[config.mk]
export PLATFORM = sky130hd
export DESIGN_NAME = spi_frame_master_flat
export DESIGN_NICKNAME = d
export VERILOG_FILES = /design/src/rtl/spi_frame_master_if.sv /design/src/rtl/spi_frame_master.sv /design/src/flat_wrapper.sv
export SDC_FILE = /design/constraint.sdc
export NUM_CORES = 1
export LEC_CHECK = 0
export CAP_MARGIN = 0
export CORE_UTILIZATION = 51
export CTS_BUF_LIST = sky130_fd_sc_hd__clkbuf_8
export DETAILED_ROUTE_END_ITERATION = 8
export HOLD_SLACK_MARGIN = 0.05
export PLACE_DENSITY = 0.77
export REMOVE_ABC_BUFFERS = 1
export SLEW_MARGIN = 20
export SYNTH_ARGS = -nofsm -noshare
export SYNTH_HDL_FRONTEND = slang
export SYNTH_SLANG_ARGS = --single-unit
[constraint.sdc]
create_clock -name clk -period 3.1 [get_ports clk]
set_input_delay 0.62 -clock clk [delete_from_list [all_inputs] [get_ports clk]]
set_output_delay 0.62 -clock clk [all_outputs]
set_load 0.01 [all_outputs]
[src/rtl/spi_frame_master_if.sv]
// Request, serial-link and reply signals of the SPI frame master.
// The master modport is the DUT side; slave is the upstream/link side.
interface spi_frame_master_if #(
  parameter int DATA_W = 4
);
  logic [DATA_W-1:0] tx_data;
  logic              tx_valid;
  logic              tx_ready;
  logic              ss;
  logic              mosi;
  logic              miso;
  logic [DATA_W-1:0] rx_data;
  logic              rx_valid;
  logic              busy;

  modport master (
    input  tx_data, tx_valid, miso,
    output tx_ready, ss, mosi, rx_data, rx_valid, busy
  );

  modport slave (
    output tx_data, tx_valid, miso,
    input  tx_ready, ss, mosi, rx_data, rx_valid, busy
  );
endinterface

[src/rtl/spi_frame_master.sv]
// SPI frame master: start bit + DATA_W bits MSB first; first ss low one cycle after accept.
// One-entry holding buffer; tx_ready drops while it is full, so frames run back-to-back.
module spi_frame_master #(
  parameter int DATA_W = 4,
  parameter int GAP    = 1
) (
  input  logic               clk,
  input  logic               rst_n,
  spi_frame_master_if.master bus
);
  localparam int CW = (DATA_W > 1) ? $clog2(DATA_W) : 1;
  localparam int GW = (GAP > 1) ? $clog2(GAP) : 1;

  typedef enum logic [1:0] {S_IDLE, S_START, S_DATA, S_GAP} state_t;

  state_t            state_q, state_d;
  logic [DATA_W-1:0] hold_q, hold_d;
  logic              hold_full_q, hold_full_d;
  logic [DATA_W-1:0] sh_q, sh_d;
  logic [DATA_W-1:0] rsh_q, rsh_d;
  logic [DATA_W-1:0] rx_data_q, rx_data_d;
  logic              rx_valid_q, rx_valid_d;
  logic [CW-1:0]     bit_cnt_q, bit_cnt_d;
  logic [GW-1:0]     gap_cnt_q, gap_cnt_d;
  logic              ss_q, ss_d;
  logic              mosi_q, mosi_d;
  logic              tx_ready_w;
  logic              accept;
  logic              drain;

  // Held low through reset so nothing is offered a handshake it cannot keep.
  assign tx_ready_w = rst_n && !hold_full_q;
  assign accept     = bus.tx_valid && tx_ready_w;

  always_comb begin
    state_d     = state_q;
    hold_d      = hold_q;
    hold_full_d = hold_full_q;
    sh_d        = sh_q;
    rsh_d       = rsh_q;
    rx_data_d   = rx_data_q;
    rx_valid_d  = 1'b0;
    bit_cnt_d   = bit_cnt_q;
    gap_cnt_d   = gap_cnt_q;
    drain       = 1'b0;

    case (state_q)
      S_IDLE: begin
        if (hold_full_q) begin
          drain   = 1'b1;
          state_d = S_START;
        end
      end
      S_START: begin
        bit_cnt_d = CW'(DATA_W - 1);
        state_d   = S_DATA;
      end
      S_DATA: begin
        sh_d      = sh_q << 1;
        rsh_d     = (rsh_q << 1) | DATA_W'(bus.miso);
        bit_cnt_d = bit_cnt_q - CW'(1);
        if (bit_cnt_q == '0) begin
          state_d    = S_GAP;
          gap_cnt_d  = GW'(GAP - 1);
          rx_data_d  = rsh_d;
          rx_valid_d = 1'b1;
        end
      end
      S_GAP: begin
        if (gap_cnt_q == '0) begin
          if (hold_full_q) begin
            drain   = 1'b1;
            state_d = S_START;
          end else begin
            state_d = S_IDLE;
          end
        end else begin
          gap_cnt_d = gap_cnt_q - GW'(1);
        end
      end
      default: state_d = S_IDLE;
    endcase

    // Drain and accept are exclusive: a drain needs the buffer full, which blocks accept.
    if (drain) begin
      sh_d        = hold_q;
      hold_full_d = 1'b0;
    end
    if (accept) begin
      hold_d      = bus.tx_data;
      hold_full_d = 1'b1;
    end

    // ss/mosi are registered, so they follow the state being entered.
    ss_d   = !((state_d == S_START) || (state_d == S_DATA));
    mosi_d = 1'b0;
    if (state_d == S_START) begin
      mosi_d = 1'b1;
    end else if (state_d == S_DATA) begin
      mosi_d = sh_d[DATA_W-1];
    end
  end

  always_ff @(posedge clk) begin
    if (!rst_n) begin
      state_q     <= S_IDLE;
      hold_q      <= '0;
      hold_full_q <= 1'b0;
      sh_q        <= '0;
      rsh_q       <= '0;
      rx_data_q   <= '0;
      rx_valid_q  <= 1'b0;
      bit_cnt_q   <= '0;
      gap_cnt_q   <= '0;
      ss_q        <= 1'b1;
      mosi_q      <= 1'b0;
    end else begin
      state_q     <= state_d;
      hold_q      <= hold_d;
      hold_full_q <= hold_full_d;
      sh_q        <= sh_d;
      rsh_q       <= rsh_d;
      rx_data_q   <= rx_data_d;
      rx_valid_q  <= rx_valid_d;
      bit_cnt_q   <= bit_cnt_d;
      gap_cnt_q   <= gap_cnt_d;
      ss_q        <= ss_d;
      mosi_q      <= mosi_d;
    end
  end

  assign bus.tx_ready = tx_ready_w;
  assign bus.ss       = ss_q;
  assign bus.mosi     = mosi_q;
  assign bus.rx_data  = rx_data_q;
  assign bus.rx_valid = rx_valid_q;
  assign bus.busy     = (state_q != S_IDLE);
endmodule

[src/flat_wrapper.sv]
// flat-port wrapper written by rule: the top's interface ports become plain ports
module spi_frame_master_flat 
#(
  parameter int DATA_W = 4,
  parameter int GAP    = 1
)
  (clk, rst_n, bus_tx_data, bus_tx_valid, bus_miso, bus_tx_ready, bus_ss, bus_mosi, bus_rx_data, bus_rx_valid, bus_busy);
  spi_frame_master_if #(.DATA_W(DATA_W)) bus_i ();
  input  logic clk;
  input  logic rst_n;
  input wire logic [$bits(bus_i.tx_data)-1:0] bus_tx_data;
  input wire logic [$bits(bus_i.tx_valid)-1:0] bus_tx_valid;
  input wire logic [$bits(bus_i.miso)-1:0] bus_miso;
  output wire logic [$bits(bus_i.tx_ready)-1:0] bus_tx_ready;
  output wire logic [$bits(bus_i.ss)-1:0] bus_ss;
  output wire logic [$bits(bus_i.mosi)-1:0] bus_mosi;
  output wire logic [$bits(bus_i.rx_data)-1:0] bus_rx_data;
  output wire logic [$bits(bus_i.rx_valid)-1:0] bus_rx_valid;
  output wire logic [$bits(bus_i.busy)-1:0] bus_busy;
  assign bus_i.tx_data = bus_tx_data;
  assign bus_i.tx_valid = bus_tx_valid;
  assign bus_i.miso = bus_miso;
  assign bus_tx_ready = bus_i.tx_ready;
  assign bus_ss = bus_i.ss;
  assign bus_mosi = bus_i.mosi;
  assign bus_rx_data = bus_i.rx_data;
  assign bus_rx_valid = bus_i.rx_valid;
  assign bus_busy = bus_i.busy;
  spi_frame_master #(.DATA_W(DATA_W), .GAP(GAP)) u_core (.clk(clk), .rst_n(rst_n), .bus(bus_i));
endmodule
Word level (Yosys, flattened, before mapping)

Index checks and enable logic that the tools add are counted.

Output and inout bits: 9
Register bits after elaboration: 24
Logic and storage cells: 55
Input port bits: 8

Reduce and logical (&&, ||, !) cells: 15
Bitwise gates (word level): 1
Mux-type cells: 19
Add/subtract/negate cells: 2
Equality and inequality tests: 6

Operators with widths:

| kind                | count |
|---|---|
| $mux 1              | 10 |
| $reduce_bool 2->1   | 5 |
| $mux 4              | 2 |
| $pmux 2 s4          | 1 |
| $eq 2x2->1 const B  | 3 |
| $mux 2              | 3 |
| $reduce_and 2->1    | 3 |
| $eq 2x1->1 const B  | 2 |
| $logic_not 2->1     | 2 |
| $or 4x1->4          | 1 |
| $pmux 1 s2          | 2 |
| $pmux 2 s2          | 1 |
| $logic_and 1x1->1   | 2 |
| $logic_not 1->1     | 2 |
| $ne 2x1->1 const B  | 1 |
| $sub 2x1->2 const B | 1 |
| $logic_or 1x1->1    | 1 |
| $sub 1x1->1 const B | 1 |

Longest topological paths before layout

Depth after elaboration: 6
Gate-level depth with buffers: 10
Gate-level depth less buffers: 9

Worst setup path before layout

No wires, ideal clock.

Path type: input -> output
From: input port rst_n
To: output port bus_tx_ready
Buffers on the path: 1
Arrival: 1137 ps
Stages on the path: 3
Slack: 1343 ps
Required time: 2480 ps
Cell sequence: inv_1 > clkbuf_1 > nor2_1

Word-level cells in the longest chain between the ends: 1

Ends and longest elaborated chain:

| item              | RTL line               | source |
|---|---|---|
| start, declared   | flat_wrapper.sv:10     | `input logic rst_n;` |
| $logic_and 1x1->1 | spi_frame_master.sv:32 | `assign tx_ready_w = rst_n && !hold_full_q;` |
| end, declared     | flat_wrapper.sv:14     | `output wire logic [$bits(bus_i.tx_ready)-1:0] bus_tx_ready;` |

No other way between the ends.

Final worst setup path

Same ends and word-level chain as after synthesis.

==> results.md <==
* Setup TNS at 0 ps
* Post-synthesis sequential area ratio at 0.449
* Final period util at 0.783
* CTS tree: built
* Antenna Cells at 0
* Post-CTS Setup Bufs at 0
* Status: completed
* Area leader, netlist: dfxtp_1
* Cell Area, Synth at around 1000 sq um
* Synth Instances at between 100 and 150
* CP endpoint kind: primary output
* Commonest non-fill, non-tap cell in the layout: dfxtp_1
* Power Density at 859 nW/um^2
* Max Cap Viol at 0
* Mean Syn Cell Area at around 9.4 sq um
* CTS clk-pin slew, worst paths at 70 ps
* CTS max path bufs at 2
* Fin util at 0.695
* Nets@finish at ~140
* Placer's final routability congestion estimate at 0.788
* Critical path startpoint: rst_n
* Dpl cell area at between 1000 and 1500 sq um
* Setup Skew at 8.74 ps
* Vias in the first global route at 690
* Synth top area cells: dfxtp_1 (45%), mux2i_1 (9.8%), ha_1 (8.5%)
* Initial DRC Count at 13
* Buffers on Ports at 16
* Min-delay worst type: reg -> reg
* DIE HEIGHT at 46.9 microns
* Largest net degree at the start of global routing at 16
* Cell area after layout at 1250 sq um
* CP Class: in -> out
* Width of the chip at about 47 microns
* Top-area cell type share of the netlist area at 0.449
* WL final at around 1900 microns
* Tot GR Track Use at 0.195
* RSZ-0062 raised after global routing: no
* Hold_sp: u_core.bus.rx_data[2]$_SDFFE_PN0P_
* Clock Latency Late Sink at roughly 270 ps
* Netlist cell types at 29
* Root Buffer: clkbuf_8
* Layout cells sized above 1 at 0.0709
* Crit start category: input port
* Worst EP arrival at between 1500 and 2000 ps
* CTS Hold Bufs at 0
* Max FO, Critical Path at 3
* Io pins at 17
* Via Count at just under 800
* Gr ovfl total at 0
* H-tree depth at 1
* Fmax at 412 MHz
* Final non-filler cell total at about 150
* Placed cells at 148
* Leak pwr at 0.527 nW
* DP HPWL at about 1400 microns
* Wire per inst at about 13 microns
* Fin crit period at about 2400 ps
* Slew margin rel. at 0.679
* Final hold violation count at 0
* Slew at the pin closest to its max-slew limit at approximately 480 ps
* Post-CTS Resized at 0
* Worst R2R Start: u_core.state_q[0]$_SDFF_PN0_
* Number of remaining DRC errors at 0
* Synth warn at 0
* Worst vdd ir at ~0.48 mV
* First drt pass iteration count at 4
* Initial Utilization at 0.569
* CTS sink cnt at 23
* Global-route wire length before repair at about 2900 microns
* Core area at between 1500 and 2000 sq um
* Worst Path Required at around 2500 ps
* Initial antenna violation count at 0
* Pins over their slew limit at 0
* Antenna-violating nets left at 0
* P&R area growth vs syn at 22.1%
* Full die area at between 2000 and 2500 sq um
* Most frequent cells in the layout: dfxtp_1 (23), clkdlybuf4s50_1 (16), nor2_1 (13), mux2i_1 (10), inv_1 (9)
* Setup violations, final at 0
* TritonCTS buffer count at 3
* Vias per std cell at 5.24
* Row count at 15
* FF+latch count, synth at 23
## state kept, by name, summed over array words and instances (netlist names)
signal and cells:
u_core.bus.rx_data 4, u_core.hold_q 4, u_core.sh_q 4, u_core.rsh_q 3, u_core.bit_cnt_q 2, u_core.state_q 2, u_core.bus.mosi 1, u_core.bus.rx_valid 1
u_core.bus.ss 1, u_core.hold_full_q 1
## layout make-up
type | instances | area, sq um
Clock buffer | 3 | 41.3
Multi-Input combinational cell | 73 | 503
Timing Repair Buffer | 19 | 183
Inverter | 8 | 30.0
Sequential cell | 23 | 460
Tap cell | 25 | 31.3
Fill cell | 163 | 549
Clock inverter | 1 | 3.75
## worst max-delay path, cell delays in order
cell and delay, ps:
clkdlybuf4s50_1 510, inv_1 70, nor2_1 80, clkdlybuf4s50_1 530
## through the flow
stage / power, mW / setup slack, ps / hold WS, ps
floorplan: 0.752 / 1170 / 431
global placement: 0.882 / 662 / 444
detailed placement: 0.902 / 661 / 452
CTS: 1.08 / 661 / 462
global route: 1.16 / 619 / 484
finish: 1.08 / 674 / 461
## synth_stat cells
| cell | n |
|---|---|
| dfxtp_1 | 23 |
| nor2_1 | 13 |
| mux2i_1 | 10 |
| inv_1 | 8 |
| ha_1 | 7 |
| o21ai_0 | 7 |
| nand2_1 | 6 |
| a21oi_1 | 5 |
| nand3_1 | 5 |
| nor2b_1 | 3 |
| o211a_1 | 3 |
| a31oi_1 | 2 |
| a31o_1 | 1 |
| and2_1 | 1 |
| and2b_1 | 1 |
| buf_2 | 1 |
| buf_4 | 1 |
| buf_6 | 1 |
| clkbuf_1 | 1 |
| clkbuf_2 | 1 |
| nand2b_1 | 1 |
| nand2b_4 | 1 |
| nand3b_1 | 1 |
| nor2_2 | 1 |
| o21ai_1 | 1 |
| o21ba_1 | 1 |
| o22ai_1 | 1 |
| o31ai_1 | 1 |
| o31ai_2 | 1 |
## worst paths after layout
path	depth (start not counted)	slack, ps	to
worst min-delay path	2	460	u_core.bus.rx_data[2]$_SDFFE_PN0P_
worst min register to register	2	460	u_core.bus.rx_data[2]$_SDFFE_PN0P_
worst max-delay path	4	670	bus_tx_ready
worst max register to register	10	1120	u_core.bus.mosi$_SDFF_PN0_
## cell families (layout without fill, tap and decap cells)
group	count (synthesis)	after routing	share of synthesized area
simple gates	33	33	0.159
compound gates	23	23	0.149
flops	23	23	0.449
buf+inv	13	31	0.0610
mux	10	10	0.0976
fa+ha+maj	7	7	0.0854
## routing by layer
metal | part of all wire | track usage | routed length, microns | up-vias
met5 | 0 | 0 | 0 | -
met3 | 0.026 | 0.0577 | 50 | 5
met1 | 0.46 | 0.221 | 878 | 374
met2 | 0.49 | 0.336 | 931 | 14
met4 | 0.022 | 0.0914 | 42 | 0
li1 | - | - | - | 403
## power by group
part,switching [mW],internal (mW)
registers,0.0389,0.361
logic,0.264,0.234
clock network,0.0903,0.0884
Power figures use the tool's default switching activity.
